[src/rtl/alu_issue_stage.sv]
`default_nettype none
// ============================================================================
//  Module   : alu_issue_stage
//  Purpose  : Operand-issue / write-back stage wrapped around a combinational
//             ALU. Holds a small architectural register file, accepts one
//             decoded operation at a time, drives the ALU for one execute
//             cycle, writes the result back and offers it downstream.
//  Ports    : clk, reset           - clock, async active-high reset
//             in_valid/in_ready    - upstream operation handshake
//             in_func/rs/rt/rd     - decoded operation fields
//             in_imm_sel/in_imm    - immediate select and value for operand 2
//             alu_func/data_1/2    - registered drive into the ALU
//             alu_result           - combinational ALU result
//             out_valid/out_ready  - downstream result handshake
//             out_result/rd/zero   - captured result, destination, zero flag
//             dbg_addr/dbg_data    - combinational register file read port
//  Revision : 1.0 - initial release
// ============================================================================
module alu_issue_stage #(
   parameter int WORD_SIZE = 16,
   parameter int NUM_REGS  = 4
) (
   input  logic                 clk,
   input  logic                 reset,
   input  logic                 in_valid,
   output logic                 in_ready,
   input  logic [2:0]           in_func,
   input  logic [1:0]           in_rs,
   input  logic [1:0]           in_rt,
   input  logic [1:0]           in_rd,
   input  logic                 in_imm_sel,
   input  logic [WORD_SIZE-1:0] in_imm,
   output logic [2:0]           alu_func,
   output logic [WORD_SIZE-1:0] alu_data_1,
   output logic [WORD_SIZE-1:0] alu_data_2,
   input  logic [WORD_SIZE-1:0] alu_result,
   output logic                 out_valid,
   input  logic                 out_ready,
   output logic [WORD_SIZE-1:0] out_result,
   output logic [1:0]           out_rd,
   output logic                 out_zero,
   input  logic [1:0]           dbg_addr,
   output logic [WORD_SIZE-1:0] dbg_data
);

   typedef enum logic [1:0] {
      S_IDLE = 2'd0,
      S_EXEC = 2'd1,
      S_RESP = 2'd2
   } state_t;

   state_t               r_state;
   state_t               w_next_state;
   logic                 w_in_ready;
   logic                 w_out_valid;
   logic                 w_accept;
   logic                 w_exec;

   logic [WORD_SIZE-1:0] r_regs [NUM_REGS];
   logic [2:0]           r_func;
   logic [WORD_SIZE-1:0] r_op1;
   logic [WORD_SIZE-1:0] r_op2;
   logic [1:0]           r_rd;
   logic [WORD_SIZE-1:0] r_out_result;
   logic [1:0]           r_out_rd;
   logic                 r_out_zero;

   // ------------------------------------------------------------------------
   // Control FSM
   // ------------------------------------------------------------------------
   always_ff @(posedge clk or posedge reset) begin
      if (reset) begin
         r_state <= S_IDLE;
      end else begin
         r_state <= w_next_state;
      end
   end

   always_comb begin
      w_next_state = r_state;
      w_in_ready   = 1'b0;
      w_out_valid  = 1'b0;
      case (r_state)
         S_IDLE: begin
            w_in_ready = 1'b1;
            if (in_valid) begin
               w_next_state = S_EXEC;
            end
         end
         S_EXEC: begin
            w_next_state = S_RESP;
         end
         S_RESP: begin
            w_out_valid = 1'b1;
            // Returning to IDLE first guarantees no accept on the
            // handshake cycle and that write-back precedes the next read.
            if (out_ready) begin
               w_next_state = S_IDLE;
            end
         end
         default: begin
            w_next_state = S_IDLE;
         end
      endcase
   end

   assign w_accept = w_in_ready & in_valid;
   assign w_exec   = (r_state == S_EXEC);

   // ------------------------------------------------------------------------
   // Operand latch: sampled at accept, so rd == rs/rt reads the old value.
   // These registers are the ALU drive and hold between operations.
   // ------------------------------------------------------------------------
   always_ff @(posedge clk or posedge reset) begin
      if (reset) begin
         r_func <= '0;
         r_op1  <= '0;
         r_op2  <= '0;
         r_rd   <= '0;
      end else if (w_accept) begin
         r_func <= in_func;
         r_op1  <= r_regs[in_rs];
         r_op2  <= in_imm_sel ? in_imm : r_regs[in_rt];
         r_rd   <= in_rd;
      end
   end

   // ------------------------------------------------------------------------
   // Result capture and register write-back on the edge leaving EXEC
   // ------------------------------------------------------------------------
   always_ff @(posedge clk or posedge reset) begin
      if (reset) begin
         r_out_result <= '0;
         r_out_rd     <= '0;
         r_out_zero   <= 1'b1;
         for (int i = 0; i < NUM_REGS; i++) begin
            r_regs[i] <= '0;
         end
      end else if (w_exec) begin
         r_out_result <= alu_result;
         r_out_rd     <= r_rd;
         r_out_zero   <= (alu_result == '0);
         r_regs[r_rd] <= alu_result;
      end
   end

   assign in_ready   = w_in_ready;
   assign out_valid  = w_out_valid;
   assign alu_func   = r_func;
   assign alu_data_1 = r_op1;
   assign alu_data_2 = r_op2;
   assign out_result = r_out_result;
   assign out_rd     = r_out_rd;
   assign out_zero   = r_out_zero;
   assign dbg_data   = r_regs[dbg_addr];

endmodule
`default_nettype wire
[config.mk]
export PLATFORM = sky130hd
export DESIGN_NAME = alu_issue_stage
export DESIGN_NICKNAME = d
export VERILOG_FILES = /design/src/rtl/alu_issue_stage.sv
export SDC_FILE = /design/constraint.sdc
export NUM_CORES = 1
export LEC_CHECK = 0
export ABC_AREA = 1
export ABC_CLOCK_PERIOD_IN_PS = 11500
export CELL_PAD_IN_SITES_DETAIL_PLACEMENT = 0
export CELL_PAD_IN_SITES_GLOBAL_PLACEMENT = 1
export CORE_UTILIZATION = 41
export DETAILED_ROUTE_END_ITERATION = 8
export PLACE_DENSITY_LB_ADDON = 0.25
export SLEW_MARGIN = 20
export SYNTH_ARGS = -nofsm -noshare
export SYNTH_HDL_FRONTEND = slang
export SYNTH_SLANG_ARGS = --single-unit
[constraint.sdc]
create_clock -name clk -period 11.5 [get_ports clk]
set_clock_uncertainty 0.2 [all_clocks]
set_input_delay 1.15 -clock clk [delete_from_list [all_inputs] [get_ports clk]]
set_output_delay 1.15 -clock clk [all_outputs]
set_load 0.02 [all_outputs]
Word-level counts from Yosys, hierarchy flattened --
Index checks and enable logic that the tools add are counted.
Cells by class: magnitude comparators 5, eq/ne operators 4, mux-type cells 18, bitwise gates (word level) 5, reductions and logical operators 4
Operator list (number):
- $mux 16 | 8
- $bmux 16 s2 | 3
- $bwmux 64 | 1
- $demux 16 s2 | 1
- $logic_not 16->1 | 1
- $ge 3x3->1 const B | 4
- $not 2->3 | 4
- $pmux 2 s3 | 1
- $mux 2 | 2
- $ne 2x2->1 const B | 2
- $lt 3x1->1 const B | 1
- $eq 2x1->1 const B | 1
- $eq 2x2->1 const B | 1
- $logic_not 2->1 | 1
- $mux 1 | 2
- $reduce_and 2->1 | 1
- $and 1x1->1 | 1
- $logic_and 1x1->1 | 1
Word-level totals: register bits after elaboration 122, output and inout bits 72, logic and storage cells 48

Logic depth before layout (Yosys ltp) --
word-level depth 6, depth in mapped cells 9

Worst setup path before layout --
No wires, ideal clock.
kind input port to output port, from input port dbg_addr[1], to output port dbg_data[0], arrival time 1.931 ns, slack 8.219 ns, stages on the path 4, cell sequence inv_1 clkbuf_1 o21ai_0 o22ai_1
Between the ends: longest elaborated chain between the ends 4
Ends and longest elaborated chain:
- start, declared | line 42 | input logic [1:0] dbg_addr,
- $not 2->3 (implied by the code) | line 155 | assign dbg_data = r_regs[dbg_addr];
- $bmux 16 s2 | line 155
- $mux 16 (implied by the code) (2 in a row) | line 155
- end, declared | line 43 | output logic [WORD_SIZE-1:0] dbg_data
Every way passes these cells. The select of a mux whose other input is x is not followed.

Worst setup path after layout --
from input port dbg_addr[0], to output port dbg_data[7]
The elaborated chain is that of the path after synthesis.

==> metrics.txt <==
crit-path cells=clkdlybuf4s50_1 -> inv_2 -> o21ai_0 -> o22ai_1 -> clkdlybuf4s50_1; hold-fix buffers at CTS=0; clock root buffer=clkbuf_16; logic gate share of total power=between 30% and 40%; detailed-route via count=5898; clk buf depth=2; Crit path required time=10.15 ns; grt total ovfl=0; Sink Count=122; Syn Area/Cell=7.21 um2; DIE WIDTH=127 um; outcome=finished clean; Buffers on Ports=119; largest area contributor in the netlist=dfrtp_1; worst hold path type=reg -> reg; setup TNS=0 ns; Critical Path End=dbg_data[7]; most frequent cells in the layout=nand2_1, nor2_1, dfrtp_1; sequential power share=38.5%; Power Internal=1.35 mW; htree depth=4; Reg2Reg Depth=5; sw power=0.935 mW; met3 usage=4.47%; routed wire length per instance=15.4 um; CTS buffer count=17; PnR worst setup slack=6.35 ns; met1 usage=36.0%; Area Overhead vs Synth=26.6%; Synth top area share=approximately 47%; DR DRC count=0; share of cells above drive strength 1=6.17%; initial antenna violation count=0; # rows=45; FF+latch count, synth=122; Clk pwr share=between 20% and 30%; clock latency on the worst-skew pair=around 0.4 ns; GRT Total Usage=23.5%; post-DP HPWL=about 12 mm; post-CTS setup buffers=0; Yosys cell types=21; synth top area cells=dfrtp_1, nand2_1, nor2_1; vias in the first global route=about 5400; CP bufs+invs=3; Final Setup Violations=0; startpoint types=input port; Final Critical Period=5.15 ns; crit-path max FO=33; Crit path largest cell delay=about 0.96 ns; power per cell area=283 mW/mm2; most used routing layer=met1; Max Slew Vio Count=0; num ports=120; flop-to-flop setup slack=9.37 ns; Pre-Repair DR Iteration Count=5; Initial Util=a little over two fifths; relative slew slack=28.2%; Leakage Power=3.94 nW; DIE AREA=approximately 0.016 mm2; sequential element share of the synthesized area=~48%; Iter 0 DRT Violations=414; Final Hold Fails=0; commonest non-fill, non-tap cell in the layout=nand2_1; via density per instance=~5.0; gate count of the mapped netlist=886; Crit-path slowest cell=clkdlybuf4s50_1; largest net degree at the start of global routing=between 70 and 80; maximum vdd drop=around 0.19 mV; Placement Setup Slack=roughly 6.4 ns; Setup CP Type=in -> out; Final Net Count=around 1000; GP Congestion=0.846; Syn. warnings=0; DRT antenna net count=0; RSZ-0062 raised after global routing=false; RR Startpoint=r_state[1]; Worst path top cell family by delay=buffers and inverters; # Max-Cap Violations=0; first-pass GRT wire length=a little under 30 mm; Critical Path End Type=primary output; synthesized area=0.00638 mm2; TritonCTS clock tree=done; Worst Tran Pin Value=1.07 ns; chip height=around 130 um; GR Util met2=33.6%; Final period util=44.8%; critical path depth=5; clk slew on worst S/H paths=0.05 ns; Max Fclk=0.194 GHz; CTS resizes=0; ant diodes=0; RR Endpoint=alu_data_1[3]; Worst Setup SP=dbg_addr[0]; net count after synthesis=934; CP dominant cell by count=clkdlybuf4s50_1; Routed WL=18.1 mm; switch share=40.9%; core area=0.0152 mm2; CP arrival=3.80 ns
-- Yosys cell counts (all sizes together) --
library cell / number
o22ai: 16
nand3: 39
o21ai: 130
clkbuf: 12
nor2: 140
dfstp: 1
dfrtp: 121
buf: 40
nand2: 342
inv: 45
-- per-stage QoR --
stage          instance area (um2)  power (mW)  instances  utilization, %  hold slack [ns]
5_1_grt                       8080        2.44       1176            53.2            0.287
6_report                      8080        2.28       1176            53.2            0.270
2_1_floorplan                 6380        1.39        886               -            0.291
3_3_place_gp                  7520        1.77       1144            49.5            0.258
3_5_place_dp                  7520        1.78       1144            49.5            0.260
4_1_cts                       8080        2.29       1176            53.2            0.270
-- cell type report --
| cell class | instances | area [um2] |
|---|---|---|
| Clock inverter | 11 | 97.6 |
| Tap cell | 188 | 235 |
| Clock buffer | 21 | 460 |
| Timing Repair Buffer | 122 | 1210 |
| Multi-Input combinational cell | 667 | 2850 |
| Fill cell | 1533 | 7120 |
| Sequential cell | 122 | 3050 |
| Inverter | 45 | 174 |
-- worst min-delay path by stage --
stage / to / depth (start not counted) / slack (ns) / from
after floorplan: r_regs[32] / 2 / 0.29 / r_regs[32]
after global placement: out_zero / 2 / 0.26 / out_zero
after detailed placement: out_zero / 2 / 0.26 / out_zero
after CTS: out_zero / 2 / 0.27 / out_zero
after global routing: alu_data_2[15] / 2 / 0.29 / alu_data_2[15]
final: out_zero / 2 / 0.27 / out_zero
-- cell families after synthesis --
logic type             Yosys count  synth area share (%)
AND/OR/NAND/NOR                521                  32.4
flip-flops                     122                  47.8
AO/OA/AOI/OAI                  146                  12.2
buffers and inverters           97                  7.58
-- worst register-to-register path, delay by kind of cell (launching register included) --
kind,cells,cell delay [ns]
simple gates,4,0.90
buf+inv,1,0.51
flops,1,0.45
-- flip-flops by register name, summed over array words and instances, names as in the netlist --
name	count
r_regs	64
alu_data_1	16
alu_data_2	16
alu_func	3
out_result	16
r_state	2
out_zero	1
out_rd	2
r_rd	2
-- per-layer routing --
metal  vias to the layer above  part of all wire, %
met5                         -                    0
met4                         0                  1.1
met3                        20                  6.7
met2                       209                   40
met1                      2683                   52
li1                       2986                    -
-- power by group through the flow --
stage	Combinational [mW]	Clock, mW	Sequential [mW]
CTS	0.914	0.507	0.872
global placement	0.895	0	0.874
finish	0.906	0.499	0.879
global route	1.01	0.527	0.905
detailed placement	0.909	0	0.874
floorplan	0.487	0	0.902
Note: power is estimated with default switching activity, not from simulation.
